--- config.mk ---
export PLATFORM = sky130hd
export DESIGN_NAME = imem_loader
export DESIGN_NICKNAME = d
export VERILOG_FILES = /design/src/rtl/imem_loader_pkg.sv /design/src/rtl/loader_timeout.sv /design/src/rtl/imem_loader.sv
export SDC_FILE = /design/constraint.sdc
export NUM_CORES = 1
export LEC_CHECK = 0
export ABC_AREA = 1
export CORE_MARGIN = 2
export CORE_UTILIZATION = 50
export CTS_CLUSTER_DIAMETER = 50
export DETAILED_ROUTE_END_ITERATION = 10
export GPL_TIMING_DRIVEN = 0
export PLACE_DENSITY = 0.71
export SYNTH_ARGS = -nofsm -noshare
export SYNTH_HDL_FRONTEND = slang
export SYNTH_SLANG_ARGS = --single-unit
--- constraint.sdc ---
create_clock -name clock -period 6.5 [get_ports clock]
set_input_delay 1.3 -clock clock [delete_from_list [all_inputs] [get_ports clock]]
set_output_delay 1.3 -clock clock [all_outputs]
set_load 0.005 [all_outputs]
--- src/rtl/imem_loader_pkg.sv ---
// Shared definitions for the PCPU instruction-memory loader.
// Latency: n/a (types and constants only).
// Backpressure: n/a.
//
// Holds the loader state encoding and the parameter defaults used by imem_loader.
package imem_loader_pkg;

   localparam int         ADDR_W_DEFAULT     = 8;
   localparam logic [7:0] SYNC_DEFAULT       = 8'hA5;
   localparam int         RST_CYCLES_DEFAULT = 4;
   localparam int         TIMEOUT_DEFAULT    = 1024;

   typedef enum logic [2:0] {
      ST_IDLE = 3'd0,
      ST_LEN  = 3'd1,
      ST_HI   = 3'd2,
      ST_LO   = 3'd3,
      ST_CSUM = 3'd4,
      ST_BOOT = 3'd5,
      ST_RUN  = 3'd6
   } state_t;

   // A frame is in progress from the LEN byte up to and including the CSUM byte.
   function automatic logic is_frame_state(input state_t s);
      return (s == ST_LEN) || (s == ST_HI) || (s == ST_LO) || (s == ST_CSUM);
   endfunction

endpackage

--- src/rtl/loader_timeout.sv ---
// Idle-cycle watchdog for an in-progress frame.
// Latency: o_expired is combinational on the TIMEOUT-th consecutive i_inc cycle.
// Backpressure: none; counter simply restarts on i_clear.
//
// Ports:
//   clock      in  system clock
//   reset      in  async active-low reset
//   i_clear    in  restart the idle count (takes priority over i_inc)
//   i_inc      in  one more idle cycle has elapsed
//   o_expired  out this idle cycle is the TIMEOUT-th in a row
module loader_timeout #(
   parameter int TIMEOUT = 1024
) (
   input  logic clock,
   input  logic reset,
   input  logic i_clear,
   input  logic i_inc,
   output logic o_expired
);

   localparam int               CNT_W = $clog2(TIMEOUT);
   localparam logic [CNT_W-1:0] LAST  = CNT_W'(TIMEOUT - 1);

   logic [CNT_W-1:0] r_cnt;

   // r_cnt holds the number of idle cycles already completed, so the
   // expiry fires during the idle cycle that would make it TIMEOUT.
   assign o_expired = i_inc && (r_cnt == LAST);

   always_ff @(posedge clock or negedge reset) begin
      if (!reset) begin
         r_cnt <= '0;
      end else if (i_clear || o_expired) begin
         r_cnt <= '0;
      end else if (i_inc) begin
         r_cnt <= r_cnt + CNT_W'(1);
      end
   end

endmodule

--- src/rtl/imem_loader.sv ---
// Loads framed host bytes into PCPU imem as 16-bit words, then resets and starts the PCPU.
// Latency: im_we one cycle after the LO byte transfer; boot RST_CYCLES cycles after a good CSUM.
// Backpressure: in_ready is low only while the PCPU is held in reset (BOOT); otherwise one byte per cycle.
//
// Ports:
//   clock, reset                 system clock, async active-low reset
//   in_valid/in_data/in_ready    host byte stream (transfer when valid & ready at posedge)
//   im_addr/im_data/im_we        imem synchronous write port
//   cpu_reset/cpu_enable/cpu_start  PCPU control pins
//   busy                         frame in progress (LEN..CSUM)
//   err                          sticky abort flag, cleared by the next accepted SYNC
module imem_loader
   import imem_loader_pkg::*;
#(
   parameter int         ADDR_W     = ADDR_W_DEFAULT,
   parameter logic [7:0] SYNC       = SYNC_DEFAULT,
   parameter int         RST_CYCLES = RST_CYCLES_DEFAULT,
   parameter int         TIMEOUT    = TIMEOUT_DEFAULT
) (
   input  logic              clock,
   input  logic              reset,
   input  logic              in_valid,
   input  logic [7:0]        in_data,
   output logic              in_ready,
   output logic [ADDR_W-1:0] im_addr,
   output logic [15:0]       im_data,
   output logic              im_we,
   output logic              cpu_reset,
   output logic              cpu_enable,
   output logic              cpu_start,
   output logic              busy,
   output logic              err
);

   localparam int               BOOT_W    = $clog2(RST_CYCLES + 1);
   localparam logic [BOOT_W-1:0] BOOT_LAST = BOOT_W'(RST_CYCLES - 1);

   state_t              r_state;
   state_t              w_state_nxt;
   logic [ADDR_W-1:0]   r_len;
   logic [ADDR_W-1:0]   r_count;
   logic [7:0]          r_hi;
   logic [7:0]          r_csum;
   logic [BOOT_W-1:0]   r_boot_cnt;
   logic                r_err;
   logic                r_im_we;
   logic [ADDR_W-1:0]   r_im_addr;
   logic [15:0]         r_im_data;

   logic                w_xfer;
   logic                w_sync;
   logic                w_busy;
   logic                w_expired;
   logic                w_last;
   logic                w_csum_bad;
   logic [ADDR_W:0]     w_len_full;
   logic [ADDR_W:0]     w_count_inc;

   // in_ready is a pure state decode so the transfer qualifier never loops
   // back through the next-state logic.
   assign in_ready = (r_state != ST_BOOT);
   assign w_xfer   = in_valid && in_ready;
   assign w_sync   = w_xfer && (in_data == SYNC);
   assign w_busy   = is_frame_state(r_state);
   assign busy     = w_busy;
   assign err      = r_err;
   assign im_we    = r_im_we;
   assign im_addr  = r_im_addr;
   assign im_data  = r_im_data;

   // LEN==0 encodes a full memory (2**ADDR_W words); compare one bit wider
   // so the final word of a full load is recognised without wrap ambiguity.
   assign w_len_full  = (r_len == '0) ? {1'b1, {ADDR_W{1'b0}}} : {1'b0, r_len};
   assign w_count_inc = {1'b0, r_count} + {{ADDR_W{1'b0}}, 1'b1};
   assign w_last      = (w_count_inc >= w_len_full);
   assign w_csum_bad  = (r_state == ST_CSUM) && w_xfer && (in_data != r_csum);

   loader_timeout #(
      .TIMEOUT (TIMEOUT)
   ) u_timeout (
      .clock     (clock),
      .reset     (reset),
      .i_clear   (w_xfer || !w_busy),
      .i_inc     (w_busy && !w_xfer),
      .o_expired (w_expired)
   );

   always_ff @(posedge clock or negedge reset) begin
      if (!reset) begin
         r_state <= ST_IDLE;
      end else begin
         r_state <= w_state_nxt;
      end
   end

   always_comb begin
      w_state_nxt = r_state;
      cpu_reset   = 1'b0;
      cpu_enable  = 1'b0;
      cpu_start   = 1'b0;
      case (r_state)
         ST_IDLE: begin
            if (w_sync) w_state_nxt = ST_LEN;
         end
         ST_LEN: begin
            if (w_xfer)         w_state_nxt = ST_HI;
            else if (w_expired) w_state_nxt = ST_IDLE;
         end
         ST_HI: begin
            if (w_xfer)         w_state_nxt = ST_LO;
            else if (w_expired) w_state_nxt = ST_IDLE;
         end
         ST_LO: begin
            if (w_xfer)         w_state_nxt = w_last ? ST_CSUM : ST_HI;
            else if (w_expired) w_state_nxt = ST_IDLE;
         end
         ST_CSUM: begin
            if (w_xfer)         w_state_nxt = (in_data == r_csum) ? ST_BOOT : ST_IDLE;
            else if (w_expired) w_state_nxt = ST_IDLE;
         end
         ST_BOOT: begin
            cpu_reset = 1'b1;
            if (r_boot_cnt == BOOT_LAST) w_state_nxt = ST_RUN;
         end
         ST_RUN: begin
            // Enable/start drop combinationally on leaving RUN, so the PCPU is
            // halted in the cycle after SYNC, well before the first im_we.
            cpu_enable = 1'b1;
            cpu_start  = 1'b1;
            if (w_sync) w_state_nxt = ST_LEN;
         end
         default: begin
            w_state_nxt = ST_IDLE;
         end
      endcase
   end

   always_ff @(posedge clock or negedge reset) begin
      if (!reset) begin
         r_len      <= '0;
         r_count    <= '0;
         r_hi       <= '0;
         r_csum     <= '0;
         r_boot_cnt <= '0;
         r_err      <= 1'b0;
         r_im_we    <= 1'b0;
         r_im_addr  <= '0;
         r_im_data  <= '0;
      end else begin
         r_im_we <= 1'b0;

         case (r_state)
            ST_LEN: begin
               if (w_xfer) begin
                  r_len   <= ADDR_W'(in_data);
                  r_count <= '0;
                  r_csum  <= '0;
               end
            end
            ST_HI: begin
               if (w_xfer) begin
                  r_hi   <= in_data;
                  r_csum <= r_csum ^ in_data;
               end
            end
            ST_LO: begin
               if (w_xfer) begin
                  r_csum    <= r_csum ^ in_data;
                  r_im_we   <= 1'b1;
                  r_im_addr <= r_count;
                  r_im_data <= {r_hi, in_data};
                  r_count   <= r_count + ADDR_W'(1);
               end
            end
            default: begin
            end
         endcase

         if (r_state == ST_BOOT) r_boot_cnt <= r_boot_cnt + BOOT_W'(1);
         else                    r_boot_cnt <= '0;

         if (w_csum_bad || w_expired) begin
            r_err <= 1'b1;
         end else if (w_sync && ((r_state == ST_IDLE) || (r_state == ST_RUN))) begin
            r_err <= 1'b0;
         end
      end
   end

endmodule

==> impl_metrics.json, run 1 <==
{
  "use_met2_pct": 30.1,
  "fin_crit_sh_pct": 48.1,
  "synth-seq-cells": 74,
  "synth_top_area_share_pct": 50.3,
  "yosys.area_share.simple_pct": 23.6,
  "yosysWarningCount": 0,
  "slowest_delay_ps": 490,
  "clkTransAtPathRegs_ps": 80,
  "final_cell_mix": "nand2_1, dfrtp_1, inv_1",
  "drive_gt1_share_pct": 12.9,
  "synth_flop_cell": "dfrtp_1",
  "dpl-instance-area_mm2": 0.00424,
  "fp.dieArea_mm2": 0.00807,
  "grt-busiest-layer": "met2",
  "period_needed_ps": 3130,
  "yosys.area_share.xor_xnor_pct": 1.43,
  "avgSynthCellArea_um2": 8.51,
  "final_cells": 589,
  "area_growth_pct": 20.8,
  "die_h_um": 89.8,
  "muxShareOfSynthArea_pct": 0,
  "async_flop_share_pct": 100,
  "cp_top_family": "buffers and inverters",
  "ys_top_cells_by_area": "dfrtp_1, nand2_1, inv_1",
  "netlist_area_mm2": 0.00368,
  "grt_max_degree": 50,
  "via_count": 2900,
  "cp_cell_sequence": "inv_2, nor3_1, buf_4, clkdlybuf4s50_1",
  "drc_errors": 0,
  "chipWidth_um": 89.8,
  "gp_congestion": 0.821,
  "dp_hpwl_um": 5470,
  "dr.pass1.iters": 4,
  "cts_buffers": 9,
  "synthCells": 433,
  "cts_tree": "yes",
  "vias_per_cell": 4.92,
  "synth_compound_area_share_pct": 11.9,
  "setup_viol": 0,
  "use_met1_pct": 28.0,
  "synth_nets": 457,
  "hold_viol_final": 0,
  "rows": 31,
  "r2r_end": "r_state[1]$_DFFE_PN0P_",
  "synth-adder-area-share_pct": 4.41,
  "routed_wirelength_um": 7390,
  "fin_util_pct": 62.0,
  "use_met3_pct": 2.93,
  "synth_top_family_by_area": "simple AND/OR/NAND/NOR gates",
  "htree_num_levels": 3,
  "max_freq_mhz": 320,
  "final_nets": 510,
  "maxCapViolCount": 0,
  "post_drt_wl_per_cell_um": 12.6,
  "synth-edff-count": 0,
  "ys_seq_area_share_pct": 50.3,
  "root_buffer": "clkbuf_8",
  "p_leak_nw": 2.19,
  "crit_type": "reg -> out",
  "diodes": 0,
  "multi_input_comb_area_mm2": 0.00152,
  "cts_resized": 0,
  "drv_slew": 0,
  "reg2reg_depth": 15,
  "r2r-start": "r_count[0]$_DFFE_PN0P_",
  "hold_class": "reg -> reg",
  "slew-limit-headroom_pct": 55.2,
  "holdPathStages": 1,
  "cts_buffer_depth": 2,
  "yosysTopAreaCell": "dfrtp_1",
  "postRouteAntennaNets": 0,
  "rsz0062_at_grt": "false",
  "ir_worst_vdd_mv": 0.151,
  "worstMarginPinSlew_ps": 670,
  "postCtsSetupRepairBufs": 0,
  "grt_antenna_before_repair": 0,
  "startpoint_type": "flop",
  "grt_pass1_wl_um": 12800,
  "portBuffers": 41,
  "drtIter0Drc": 115,
  "grt.overflow.total": 0,
  "seqCellArea_mm2": 0.00185,
  "start_util_pct": 51.4,
  "crit_path_max_fanout": 5,
  "groute.usage.overall_pct": 19.5,
  "run_status": "finished, final reports clean",
  "fillers": 646,
  "r2r_setup_slack_ps": 4000,
  "skew_ps": 9.75,
  "final_cell_area_mm2": 0.00445,
  "mostFrequentLayoutCell": "nand2_1",
  "clk_latency_ps": 340,
  "num_io_pins": 42,
  "power_density_mw_per_mm2": 403,
  "cts.sinks": 74,
  "hold_path_end": "r_boot_cnt[0]$_DFF_PN0_",
  "tns_ps": 0,
  "endpoint_kind": "primary output",
  "place_inst": 574,
  "core-area_mm2": 0.00718,
  "cp.required_ps": 5200,
  "crit_buf_inv": 3,
  "ys_types": 36,
  "crit_arrival_ps": 1830,
  "crit_slowest_cell": "dfrtp_1",
  "min-delay-start": "r_boot_cnt[0]$_DFF_PN0_",
  "hold_buffers": 0,
  "first_global_vias": 2760
}
-- per-stage QoR --
| step | power, mW | worst slack, ps | hold WS, ps |
|---|---|---|---|
| finish | 1.79 | 3370 | 436 |
| global route | 1.94 | 3290 | 469 |
| CTS | 1.81 | 3360 | 440 |
| detailed placement | 1.42 | 3550 | 429 |
| global placement | 1.40 | 1570 | 421 |
| floorplan | 1.16 | 4270 | 410 |
-- routing by layer --
layer,up-vias,part of all wire (%)
met5,-,0
met4,0,1.5
met3,12,3.3
met2,54,45
met1,1343,50
li1,1491,-
-- area by class of cell --
| cell class | count | area share, % |
|---|---|---|
| Inverter | 63 | 5.37 |
| Buffer | 9 | 1.66 |
| Tap cell | 99 | 2.78 |
| Clock buffer | 10 | 2.87 |
| Clock inverter | 5 | 1.80 |
| Multi-Input combinational cell | 287 | 34.1 |
| Sequential cell | 74 | 41.6 |
| Timing Repair Buffer | 42 | 9.78 |
-- cell usage after synthesis, types with 2 or more instances --
master / count
nand2_1: 139
dfrtp_1: 74
inv_1: 54
nor2_1: 29
o21ai_0: 23
o21ai_2: 17
ha_1: 13
inv_2: 8
nor3_1: 8
o21ai_1: 8
o22ai_1: 8
nand3_1: 6
a21oi_1: 4
buf_6: 4
nor4_1: 4
xor2_1: 4
nand2_2: 3
nor3b_1: 3
o22ai_2: 3
buf_2: 2
buf_4: 2
nand4_1: 2
xnor2_1: 2
-- state kept, by name (all words and copies together), names as in the netlist --
signal	count
r_boot_cnt	3
r_len	8
im_we	1
im_data	16
r_count	8
err	1
r_state	3
u_timeout.r_cnt	10
r_hi	8
r_csum	8
im_addr	8
-- worst max-delay path by stage --
stage                           startpoint                      end  cells after the start
finish              r_state[2]$_DFFE_PN0P_                cpu_start                      4
CTS                 r_state[2]$_DFFE_PN0P_                cpu_start                      4
detailed placement              in_data[5]   r_state[2]$_DFFE_PN0P_                      8
floorplan                         in_valid     r_len[7]$_DFFE_PN0P_                      8
global placement                     reset  r_boot_cnt[1]$_DFF_PN0_                      1
global route        r_state[2]$_DFFE_PN0P_                cpu_start                      4
-- where the power goes --
group / total [mW] / switching (mW) / internal [mW] / leakage, nW
sequential: 0.723 / 0.107 / 0.617 / 0.976
clock: 0.386 / 0.173 / 0.214 / 0.0984
combinational: 0.684 / 0.365 / 0.319 / 1.12
total: 1.79 / 0.644 / 1.15 / 2.19
-- cells by family (layout without fill, tap and decap cells) --
family,Yosys count,in the layout
and+or+nand+nor,202,202
DFF,74,74
buffers and inverters,72,129
AOI/OAI and AO/OA,66,66
adders and majority gates,13,13
xor gates and xnor gates,6,6
(Power assumes the default switching activity.)
==> run 2: changes to the inputs <==
Settings changed: PLACE_DENSITY 0.71 to 0.74.
Clock period 6.5 ns to 2.7 ns, I/O delays scaled along.
==> run 2 against run 1 <==
Against the previous run:
- critical path type is now reg -> reg
- die area stayed put
- first-iteration DRC count is 21% higher
- largest cell class unchanged
- cell area is 1.9% higher
- sequential share of layout area is 0.74 points lower
- core utilization is 1.2 points higher
- flip-flop and latch count stayed put
- clock-buffer cell count is 2 higher
==> impl_metrics.json, run 2 (synthesized netlist as in run 1, its figures left out) <==
{
  "crit_type": "reg -> reg",
  "drive_gt1_share_pct": 13.6,
  "final_cell_mix": "nand2_1, dfrtp_1, inv_1",
  "place_inst": 574,
  "postCtsSetupRepairBufs": 0,
  "cp_top_family": "simple AND/OR/NAND/NOR gates",
  "grt_max_degree": 59,
  "reg2reg_depth": 17,
  "crit_top_cell": "nand2_1",
  "crit_buf_inv": 2,
  "hold_class": "in -> async",
  "largest_reg_flops": 16,
  "drtIter0Drc": 139,
  "power_density_mw_per_mm2": 1020,
  "max_freq_mhz": 404,
  "crit_path_max_fanout": 6,
  "cts_buffers": 9,
  "cp.depth": 17,
  "period_needed_ps": 2480,
  "core-area_mm2": 0.00718,
  "start_util_pct": 51.4,
  "fin_ws_ps": 222,
  "drc_errors": 0,
  "maxCapViolCount": 0,
  "num_io_pins": 42,
  "die_h_um": 89.8,
  "skew_ps": 8.00,
  "fin_crit_sh_pct": 91.8,
  "crit_slowest_cell": "dfrtp_2",
  "first_global_vias": 2793,
  "slowest_delay_ps": 450,
  "dp_slack_ps": 222,
  "portBuffers": 41,
  "root_buffer": "clkbuf_8",
  "cts_tree": "yes",
  "via_count": 2918,
  "hold_buffers": 0,
  "rows": 31,
  "post_drt_wl_per_cell_um": 13.0,
  "slew-limit-headroom_pct": 60.0,
  "cts_buffer_depth": 2,
  "fin_util_pct": 63.2,
  "groute.usage.overall_pct": 20.3,
  "setup_viol": 0,
  "drv_slew": 0,
  "postRouteAntennaNets": 0,
  "startpoint_type": "flop",
  "mostFrequentLayoutCell": "nand2_1",
  "cp.required_ps": 2940,
  "gp_congestion": 0.823,
  "routed_wirelength_um": 7680,
  "chipWidth_um": 89.8,
  "clkTransAtPathRegs_ps": 80,
  "vias_per_cell": 4.95,
  "ir_worst_vdd_mv": 0.436,
  "crit_arrival_ps": 2720,
  "rsz0062_at_grt": "false",
  "run_status": "finished, final reports clean",
  "dr.pass1.iters": 4,
  "worstMarginPinSlew_ps": 598,
  "hold_viol_final": 0,
  "p_leak_nw": 2.23,
  "diodes": 0,
  "fp.dieArea_mm2": 0.00807,
  "dp_hpwl_um": 5480,
  "clk_latency_ps": 350,
  "htree_num_levels": 3,
  "final_nets": 510,
  "cts.sinks": 74,
  "cp_cell_sequence": "ha_1, nand2_1, inv_1, nand4_1, xor2_1, inv_1, ha_1, nand2_1, nand2_1, a21oi_1, nand4_1, nand2_1, nand2_1, nand2_1, nand2_1, nand2_1, nand2_1",
  "grt_antenna_before_repair": 0,
  "endpoint_kind": "flop",
  "grt_pass1_wl_um": 13100,
  "grt.overflow.total": 0,
  "final_cells": 590,
  "area_growth_pct": 23.1
}
## run 2: what timing repair did
item,in CTS,in global routing
endpoints found under the hold margin,0,0
resized for setup,0,2
endpoints found under the setup margin,0,2
## run 2: cell type report
class                   count  area [um^2]
clock inverters             4          120
plain buffers               9         73.8
fillers                   616         2640
multi-input cells         287         1530
inverters                  63          239
repair buffers             42          435
flip-flops and latches     74         1850
clock buffers              12          165
well taps                  99          124
## run 2: final timing paths
check / startpoint / endpoint / slack [ps]
worst min register to register: r_boot_cnt[0]$_DFF_PN0_ / r_boot_cnt[0]$_DFF_PN0_ / 440
min in group clock: r_boot_cnt[0]$_DFF_PN0_ / r_boot_cnt[0]$_DFF_PN0_ / 440
max in group asynchronous: reset / r_count[0]$_DFFE_PN0P_ / 2080
worst min-delay path: reset / r_count[6]$_DFFE_PN0P_ / 50
worst max-delay path: r_count[0]$_DFFE_PN0P_ / r_state[2]$_DFFE_PN0P_ / 220
worst max register to register: r_count[0]$_DFFE_PN0P_ / r_state[2]$_DFFE_PN0P_ / 220
## run 2: report_power, final
group          total, mW  internal [mW]  switching, mW
Clock               1.20          0.784          0.412
Sequential          1.76           1.49          0.269
Combinational       1.66          0.769          0.890
## run 2: routing by layer
layer,vias to the layer above,GRT usage [%],share of wire [%]
li1,1476,-,-
met1,1365,28.5,49
met2,66,31.9,46
met3,11,3.69,3.5
met4,0,7.31,1.3
met5,-,0,0
## run 2: metrics by stage
step           area (um^2)  setup TNS (ps)  power, mW  hold WS [ps]
3_5_place_dp          4240               0       3.42           431
5_1_grt               4540               0       4.94          61.5
4_1_cts               4530               0       4.63          55.9
2_1_floorplan         3680               0       2.78           244
3_3_place_gp          4220         -108440       3.36           421
6_report              4540               0       4.61          54.6
==> run 3: changes to the inputs <==
Settings changed: ABC_AREA 1 to default.
==> run 3 against run 2 <==
Against the previous run:
- worst hold slack gained 120 ps
- clock-buffer cell count shrank 2
- synthesized cell count shrank 22%
- clock skew shrank 2.5 ps
- register-to-register slack gained 60 ps
- core utilization shrank 1.5 points
- wire length shrank 3.8%
- critical path type is now reg -> out
- clock power shrank 29%
- largest power group is now combinational logic
- sequential power is essentially flat
==> impl_metrics.json, run 3 <==
{
  "ys_types": 48,
  "rows": 31,
  "startpoint": "r_state[2]$_DFFE_PN0P_",
  "cts.sinks": 74,
  "whs_ps": 179,
  "crit_arrival_ps": 1980,
  "clk_latency_ps": 350,
  "dpl-instance-area_mm2": 0.00426,
  "core-area_mm2": 0.00721,
  "cp.required_ps": 2160,
  "final_cell_area_mm2": 0.00445,
  "num_io_pins": 42,
  "drive_gt1_share_pct": 18.3,
  "hold_class": "in -> async",
  "avgSynthCellArea_um2": 11.0,
  "crit_path_max_fanout": 10,
  "r2r_end": "r_state[1]$_DFFE_PN0P_",
  "chipWidth_um": 90.0,
  "startpoint_type": "flop",
  "dr.pass1.iters": 4,
  "max_freq_mhz": 396,
  "first_global_vias": 2696,
  "hold_viol_final": 0,
  "final_nets": 414,
  "dp_hpwl_um": 5200,
  "start_util_pct": 51.3,
  "ir_worst_vdd_mv": 0.563,
  "root_buffer": "clkbuf_8",
  "multi_input_comb_area_mm2": 0.00173,
  "place_inst": 478,
  "vias_per_cell": 5.33,
  "netlist_area_mm2": 0.00370,
  "reg2reg_depth": 9,
  "fin_crit_sh_pct": 93.5,
  "dp_slack_ps": 332,
  "hold_buffers": 0,
  "mostFrequentLayoutCell": "dfrtp_1",
  "largest_reg_flops": 16,
  "r2r_setup_slack_ps": 280,
  "yosysTopAreaCell": "dfrtp_1",
  "portBuffers": 41,
  "synth_flop_cell": "dfrtp_1",
  "post_drt_wl_per_cell_um": 15.0,
  "grt.overflow.total": 0,
  "synth-edff-count": 0,
  "postRouteAntennaNets": 0,
  "gp_congestion": 0.855,
  "synth_top_area_share_pct": 50.0,
  "cts_tree": "yes",
  "synth_most_common_cell": "dfrtp_1",
  "cts_buffers": 9,
  "area_growth_pct": 20.4,
  "synth_nets": 361,
  "grt_max_degree": 75,
  "crit_type": "reg -> out",
  "final_cells": 493,
  "diodes": 0,
  "slew-limit-headroom_pct": 55.9,
  "cts_buffer_depth": 2,
  "final_cell_mix": "dfrtp_1, clkdlybuf4s50_1, mux2_2",
  "drc_errors": 0,
  "yosysWarningCount": 0,
  "p_leak_nw": 1.98,
  "ys_top_cells_by_count": "dfrtp_1, mux2_2, nand2_1",
  "fillers": 636,
  "maxCapViolCount": 0,
  "routed_wirelength_um": 7400,
  "skew_ps": 5.53,
  "synth-seq-cells": 74,
  "seqCellArea_mm2": 0.00185,
  "async_flop_share_pct": 100,
  "grt_antenna_before_repair": 0,
  "run_status": "finished, final reports clean",
  "ys_seq_area_share_pct": 50.0,
  "groute.usage.overall_pct": 20.0,
  "synthCells": 337,
  "worstMarginPinSlew_ps": 657,
  "ys_top_cells_by_area": "dfrtp_1, mux2_2, ha_1",
  "drtIter0Drc": 100,
  "drv_slew": 0,
  "finalPower_mw": 4.40,
  "htree_num_levels": 3,
  "fin_ws_ps": 175,
  "die_h_um": 90.0,
  "via_count": 2628,
  "fin_util_pct": 61.7,
  "fp.dieArea_mm2": 0.00811,
  "tns_ps": 0,
  "power_density_mw_per_mm2": 987,
  "rsz0062_at_grt": "false",
  "r2r-start": "r_count[0]$_DFFE_PN0P_",
  "setup_viol": 0,
  "clkTransAtPathRegs_ps": 80,
  "grt_pass1_wl_um": 13000,
  "period_needed_ps": 2520,
  "endpoint_kind": "primary output"
}
[run 3: cell types whose count changed in the layout (fill, tap and decap cells not counted), moves of 9 or more]
| cell | previous run | this run |
|---|---|---|
| a22o_1 | 0 | 13 |
| nand2_1 | 139 | 27 |
| o21ai_2 | 17 | 0 |
| mux2_2 | 0 | 34 |
| xnor2_1 | 2 | 16 |
| nand2b_1 | 0 | 17 |
| inv_1 | 54 | 12 |
| nor2_1 | 29 | 20 |
[run 3: cell type report]
cell class,count,area share (%)
timing repair buffer,42,9.78
buffer,16,1.80
sequential,74,41.6
clock buffer,10,3.09
multi-input combinational,235,38.7
clock inverter,5,1.24
tap,99,2.78
inverter,12,1.01
[run 3: metal layers]
metal  vias up  GRT usage, %  wire length (um)
met4         0          7.31               138
met2        49          33.3              3690
li1       1278             -                 -
met1      1290          25.9              3310
met3        11          4.02               255
met5         -             0                 0
[run 3: cells by family (layout without fill, tap and decap cells)]
family	after synthesis	count (layout)	share of synthesized area (%)
compound gates	52	52	9.40
xor+xnor	23	23	5.65
fa+ha+maj	13	13	4.39
buf+inv	28	85	3.35
flops	74	74	50.0
mux	34	34	10.3
simple gates	113	113	16.8
[run 3: worst max path at each step]
stage / depth (start not counted) / to / slack, ps
after floorplan: 10 / r_state[1]$_DFFE_PN0P_ / 560
after global placement: 1 / im_data[6]$_DFFE_PN0P_ / -1420
after detailed placement: 10 / r_state[1]$_DFFE_PN0P_ / 330
after CTS: 6 / cpu_start / 20
after global routing: 6 / cpu_start / 50
final: 6 / cpu_start / 180
[run 3: timing repair]
| action | 4_1_cts | 5_1_grt |
|---|---|---|
| resized for setup | 0 | 2 |
| setup buffers | 0 | 0 |
| endpoints found under the setup margin | 0 | 1 |
[run 3: critical path, cell delays in order (launching register included)]
cell and delay, ps:
dfrtp_1 320, buf_2 220, clkbuf_2 260, nand2_1 100, nor2_1 130, buf_4 120, clkdlybuf4s50_1 480
[run 3: power breakdown]
part	internal [mW]	switching (mW)
logic	0.968	0.810
registers	1.51	0.263
clock network	0.443	0.404
total	2.92	1.48
